[config.mk]
export PLATFORM = sky130hd
export DESIGN_NAME = fetch_controller
export DESIGN_NICKNAME = d
export VERILOG_FILES = /design/src/rtl/fetch_controller.sv
export SDC_FILE = /design/constraint.sdc
export NUM_CORES = 1
export LEC_CHECK = 0
export BUFFER_PORTS_ARGS = -buffer_cell sky130_fd_sc_hd__buf_2
export CELL_PAD_IN_SITES_DETAIL_PLACEMENT = 1
export CELL_PAD_IN_SITES_GLOBAL_PLACEMENT = 2
export CORE_MARGIN = 10
export CORE_UTILIZATION = 39
export DETAILED_ROUTE_END_ITERATION = 8
export PLACE_DENSITY_LB_ADDON = 0.1
export SLEW_MARGIN = 40
export SYNTH_ARGS = -nofsm -noshare
export SYNTH_HDL_FRONTEND = slang
export SYNTH_SLANG_ARGS = --single-unit
[constraint.sdc]
create_clock -name clk -period 16.2 [get_ports clk]
set_input_delay 4.86 -clock clk [delete_from_list [all_inputs] [get_ports clk]]
set_output_delay 4.86 -clock clk [all_outputs]
set_load 0.01 [all_outputs]
[src/rtl/fetch_controller.sv]
// fetch_controller: instruction-fetch sequencer for the RV32 core.
// Owns the fetch PC, issues word-aligned requests to instruction memory,
// buffers returned words with their PCs in a small prefetch queue, and
// presents the queue head to decode with a valid/ready handshake.
// A redirect flushes the queue and any in-flight response and reloads the PC.
// Optional feature macro: FETCH_ZERO_HALT_EN. When it is defined, a returned
// word of zero stops fetching (HALT) until the next redirect or reset.
module fetch_controller #(
    parameter logic [31:0] RESET_PC = 32'h0000_0000,
    parameter int          DEPTH    = 2
) (
    input  logic        clk,
    input  logic        reset,
    output logic        imem_req,
    output logic [31:0] imem_addr,
    input  logic        imem_gnt,
    input  logic [31:0] imem_rdata,
    output logic        inst_valid,
    input  logic        inst_ready,
    output logic [31:0] inst,
    output logic [31:0] inst_pc,
    input  logic        redirect_valid,
    input  logic [31:0] redirect_pc,
    output logic        halted
);

    localparam int PW = (DEPTH > 1) ? $clog2(DEPTH) : 1;
    localparam int CW = PW + 1;
    localparam logic [CW:0] DEPTH_C = DEPTH[CW:0];

    logic [31:0]   pc_q;
    logic [31:0]   resp_pc;
    logic          inflight;
    logic [CW-1:0] count;
    logic [PW-1:0] rd_ptr;
    logic [PW-1:0] wr_ptr;
    logic [31:0]   q_inst [DEPTH];
    logic [31:0]   q_pc   [DEPTH];

    logic          running;
    logic          zero_word;
    logic          push;
    logic          pop;
    logic          accept;
    logic [CW:0]   occupancy;
    logic [CW:0]   limit;
    logic          unused_redirect_bits;

    assign unused_redirect_bits = ^redirect_pc[1:0];

    assign imem_addr  = pc_q;
    assign inst_valid = (count != '0);
    assign inst       = q_inst[rd_ptr];
    assign inst_pc    = q_pc[rd_ptr];

    // A request may only go out if its response is guaranteed a queue slot:
    // entries held plus the response in flight, minus the entry leaving now.
    assign occupancy = {1'b0, count} + {{CW{1'b0}}, inflight};
    assign limit     = DEPTH_C + {{CW{1'b0}}, inst_valid & inst_ready};
    assign imem_req  = !reset & running & !redirect_valid & (occupancy < limit);
    assign accept    = imem_req & imem_gnt;

    assign pop  = inst_valid & inst_ready & !redirect_valid;
    assign push = inflight & running & !redirect_valid & !zero_word;

`ifdef FETCH_ZERO_HALT_EN
    typedef enum logic {RUN, HALT} state_t;
    state_t state;

    assign running   = (state == RUN);
    assign halted    = (state == HALT);
    assign zero_word = inflight & running & (imem_rdata == 32'h0000_0000);

    // Run/halt sequencing: a zero word ends the program, redirect restarts it
    always_ff @(posedge clk) begin
        if (reset) begin
            state <= RUN;
        end else if (redirect_valid) begin
            state <= RUN;
        end else if (zero_word) begin
            state <= HALT;
        end
    end
`else
    assign running   = 1'b1;
    assign halted    = 1'b0;
    assign zero_word = 1'b0;
`endif

    // Fetch PC, in-flight tracking and prefetch queue; redirect flushes all speculative state
    always_ff @(posedge clk) begin
        if (reset) begin
            pc_q     <= RESET_PC;
            resp_pc  <= 32'h0000_0000;
            inflight <= 1'b0;
            count    <= '0;
            rd_ptr   <= '0;
            wr_ptr   <= '0;
            for (int i = 0; i < DEPTH; i++) begin
                q_inst[i] <= 32'h0000_0000;
                q_pc[i]   <= 32'h0000_0000;
            end
        end else begin
            inflight <= accept;
            if (accept) begin
                resp_pc <= pc_q;
            end
            if (redirect_valid) begin
                pc_q   <= {redirect_pc[31:2], 2'b00};
                count  <= '0;
                rd_ptr <= '0;
                wr_ptr <= '0;
            end else begin
                if (accept) begin
                    pc_q <= pc_q + 32'd4;
                end
                if (push) begin
                    q_inst[wr_ptr] <= imem_rdata;
                    q_pc[wr_ptr]   <= resp_pc;
                    wr_ptr         <= wr_ptr + PW'(1);
                end
                if (pop) begin
                    rd_ptr <= rd_ptr + PW'(1);
                end
                if (push && !pop) begin
                    count <= count + CW'(1);
                end else if (!push && pop) begin
                    count <= count - CW'(1);
                end
            end
        end
    end

endmodule

* Word-level counts from Yosys, hierarchy flattened
Memories as Yosys holds them, arrays and structs flattened. A register that Yosys moved wholly into a read port is not among the register bits. Index checks and enable logic that the tools add are counted.
Storage, ports and cells: bits in registers 69, latch bits 0, bits in writable memories 128, memory bits (read-only) 0, word-level logic and storage cells 55, memories kept 2
Operators by class: add/subtract/negate cells 7, $mul 0, divide/modulo/power cells 0, order comparisons 1, eq/ne operators 0, shift operators 0, multiplexer cells 20, bitwise operators 6, reduce and logical (&&, ||, !) cells 12
Memory list:
- q_inst | words 2, width 32, read ports 1, clocked after Yosys merged registers in 1, wr ports 2, line 37 | logic [31:0] q_inst [DEPTH];
- q_pc | words 2, width 32, read ports 1, clocked after Yosys merged registers in 1, wr ports 2, line 38 | logic [31:0] q_pc [DEPTH];
Operator list (number):
- two-way mux 32 bit | 4
- OR reduction 32 bit | 2
- adder 32 x 3 -> 32 bit, second input constant | 1
- two-way mux 1 bit | 14
- bitwise AND 1 bit | 6
- nonzero test 2 bit | 3
- logical NOT 1 bit | 4
- two-way mux 2 bit | 2
- adder 2 x 1 -> 3 bit | 1
- adder 2 x 1 -> 3 bit, first input constant | 1
- < comparator 3 bit | 1
- adder 1 bit, second input constant | 2
- adder 2 x 1 -> 2 bit, second input constant | 1
- logical AND 1 bit | 2
- OR reduction 2 bit | 1
- subtractor 2 x 1 -> 2 bit, second input constant | 1

* Longest topological paths before layout
depth after elaboration 8, gate-level depth with buffers 9, depth with buffers taken out 8

* Worst setup path after synthesis
Ideal clock, no wire load.
kind in2out, start point input inst_ready, end point output imem_req, arrival time 5.726 ns, setup slack 5.614 ns, stages on the path 4, path through o21ai_0 o21a_1 buf_1 nor3_1
On the way: word-level cells in the longest chain between the ends 4
Ends and longest elaborated chain:
- from (decl) | line 19 | input logic inst_ready,
- bitwise AND 1 bit | line 59 | assign limit = DEPTH_C + {{CW{1'b0}}, inst_valid & inst_ready};
- adder 2 x 1 -> 3 bit | line 59
- < comparator 3 bit | line 60 | assign imem_req = !reset & running & !redirect_valid & (occupancy < limit);
- bitwise AND 1 bit | line 60
- to (decl) | line 14 | output logic imem_req,
Every way passes these cells.

* Worst setup path in the final report
start point input reset, end point output imem_req
On the way: word-level cells in the longest chain between the ends 3
Ends and longest elaborated chain:
- from (decl) | line 13 | input logic reset,
- logical NOT 1 bit | line 60
- bitwise AND 1 bit (2 in a row) | line 60
Every way passes these cells.

==> results.md <==
* # hold bufs at CTS at 0
* Gr usage total at 15.4%
* Syn Area/Cell at ~12 um2
* DRT iter0 DRCs at around 290
* Die extent in x at 167 um
* CTS sink cnt at 190
* Slew Viols, Final at 0
* Seq pwr share at a little over half
* Startpoint Class: primary input
* Post-Syn Area at approximately 8400 um2
* Layout cells sized above 1 at a little under a third
* CP required at between 10 and 15 ns
* Clock buffer depth at 2
* Final Critical Period at 10.98 ns
* Vias/cell at between 5 and 6
* Multi-input logic area at ~3200 um2
* End-of-flow core utilization at 47.4%
* Synth area leader: edfxtp_1
* Top Family by Delay on Critical Path: buffers and inverters
* Max_slew headroom at between 50% and 60%
* Largest net degree at the start of global routing at 66
* Leak at 3.88 nW
* Routed Antenna Nets at 0
* Root buffer cell: clkbuf_16
* Number of library cell types mapped by synthesis at 49
* Post-route DRC at 0
* Top_reg_cell synth: edfxtp_1
* Port Buffers at 160
* Die ar. at 27900 um2
* Psw at 241 uW
* Global route overflow at 0
* H-tree levels at 4
* Clock skew at between 0.01 and 0.015 ns
* Outcome: finished, final reports clean
* Peak Freq at 0.0911 GHz
* Yosys top cell area share at 44.3%
* N_diodes at 0
* CP max stage cell: buf_4
* Stages on worst setup path at 5
* Vias at 5822
* Count leader, synth: and2_1
* Final #Nets at 940
* Placement Rows at 53
* WHS at around 0.47 ns
* FF-to-FF path depth at 8
* Detail Placement HPWL at 14.4 mm
* Synth area leaders: edfxtp_1, dfxtp_1, and2_1
* Worst-skew pair later-pin latency at 0.43 ns
* Reg2reg start: count[0]
* Die Ht at 167 um
* Routability congestion estimate at 0.808
* Sequential Area at roughly 5000 um2
* FF+latch count, synth at 190
* Max VDD drop at about 83 uV
* Total power at between 1 and 1.5 mW
* Starting Density at between 30% and 40%
* TNS Setup at 0 ns
* Seq/Total Area, Yosys at approximately 60%
* Largest stage delay on the critical path at between 0.5 and 0.6 ns
* Syn-to-layout area delta at 19.1%
* Sw Ratio at between 20% and 30%
* Post-synth EDFFs at approximately 120
* Clock share of power at around 40%
* Worst-Margin Slew at slightly above 0.7 ns
* Core area at between 20000 and 25000 um2
* Fin crit share at a little under 70%
* TritonCTS clock tree: built
* Yosys warnings at 0
* CTS buffer count at 17
* IO Pins at approximately 170
* Initial antenna violation count at 0
* Worst-path cell chain: buf_2 > buf_4 > or2_1 > nor3_1 > buf_2
* Wire per inst at ~19 um
* # fillers at between 2000 and 2500
* Reg-to-reg endpoint: imem_addr[8]
* DRT Wirelength at approximately 21 mm
* End point of the critical path: imem_req
* Worst Setup SP: reset
* Clock slew at reported path FFs at around 0.070 ns
* Hold Crit Class: flip-flop to flip-flop
* Combinational power share at under 10%
* Async SR Flop Fraction at 0%
* Post-cts gate resize count at 0
* Crit path DAT at about 6 ns
* Pre-antenna DRT Iters at 4
* Vias in the first global route at approximately 6300
* Max Cap Violations at 0
* Ranking of synthesized cells by instance count: and2_1, edfxtp_1, nand2_1, dfxtp_1, mux2_2
* # setup viols final at 0
* R2R Setup Slk at approximately 13 ns
* CP endpoint kind: output port
* First-pass GRT wire length at ~35 mm
* Setup CP Type: primary input to output port
* CP max FO at 65
* PwrDens at approximately 100 nW/um2
* Crit path buf inv count at 3
* Unrepaired setup endpoints after global routing: false
* Cell count after synthesis at 726
* Post-CTS Setup Inserts at 0
* Cell mode on critical path: buf_2
* Final Hold Vio Count at 0
* Int Pwr at about 780 uW
[cell families (layout without fill, tap and decap cells)]
kind of cell	after synthesis	in the layout	share of synthesized area [%]
xor+xnor	13	13	1.35
flops	190	190	60.0
buf+inv	57	207	2.86
mux	63	63	8.43
other cells	1	5	0.0446
simple gates	303	303	20.0
compound gates	95	95	6.75
fa+ha+maj	4	4	0.595
[worst min path at each step]
stage / from / endpoint / slack (ns) / cells after the start
after floorplan: resp_pc[10] / resp_pc[10] / 0.44 / 2
after global placement: resp_pc[18] / resp_pc[18] / 0.45 / 2
after detailed placement: resp_pc[2] / resp_pc[2] / 0.46 / 2
after CTS: resp_pc[2] / resp_pc[2] / 0.47 / 2
after global routing: resp_pc[18] / resp_pc[18] / 0.49 / 2
final: resp_pc[2] / resp_pc[2] / 0.47 / 2
[state kept, by name, indices dropped and copies added, names as in the netlist, named ones only]
name and flops:
wr_ptr 1, q_inst 64, count 2, rd_ptr 1
inflight 1, q_pc 60, resp_pc 30, imem_addr 30
[layer usage]
metal  GRT usage (%)  up-vias  wire (um)
met3            3.91       22       1140
li1                -     2856          -
met4            5.46        0        422
met5               0        -          0
met2            24.1      146       9780
met1            20.1     2798      10100
[layout make-up]
type | instances | area share [%]
timing repair buffer | 167 | 8.63
multi-input combinational | 483 | 31.7
clock inverter | 14 | 1.36
clock buffer | 18 | 4.28
tap | 275 | 3.43
inverter | 8 | 0.300
sequential | 190 | 50.3
[power groups by stage]
stage / clock (mW) / combinational (mW) / sequential [mW]
4_1_cts: 0.414 / 0.0711 / 0.546
3_5_place_dp: 0 / 0.0708 / 0.557
2_1_floorplan: 0 / 0.0372 / 0.555
6_report: 0.402 / 0.0694 / 0.545
5_1_grt: 0.433 / 0.0776 / 0.548
3_3_place_gp: 0 / 0.0691 / 0.556
[tightest hold or removal path, cell delays in order, from the launching register on]
cell     delay (ns)
dfxtp_1        0.32
nand2_1        0.05
a21oi_1        0.05
[metrics by stage]
| step | area [um2] | worst slack [ns] | cells |
|---|---|---|---|
| finish | 10000 | 5.22 | 1155 |
| floorplan | 8430 | 5.61 | 730 |
| global placement | 9440 | 5.07 | 1123 |
| detailed placement | 9450 | 5.19 | 1123 |
| global route | 10000 | 5.08 | 1155 |
| CTS | 10000 | 5.18 | 1155 |
[cell usage in the layout (no fill, tap or decap), drive strengths merged, types with 3 or more instances in the layout]
cell      synthesis  final
buf              15    167
and2            125    125
edfxtp          124    124
nand2            86     86
dfxtp            66     66
mux2             63     63
a21oi            42     42
nor2             19     19
clkbuf           34     18
o21ai            14     14
nand3            13     13
a31oi            12     12
inv               8     12
a211oi           11     11
nor3             11     11
xnor2            10     10
nor4             10     10
or3               9      9
nand4             9      9
conb              1      5
clkinvlp          0      5
and3              4      4
o211ai            4      4
ha                4      4
or2               4      4
or4               4      4
clkinv            0      4
o311ai            3      3
xor2              3      3
Note: power is estimated with default switching activity, not from simulation.
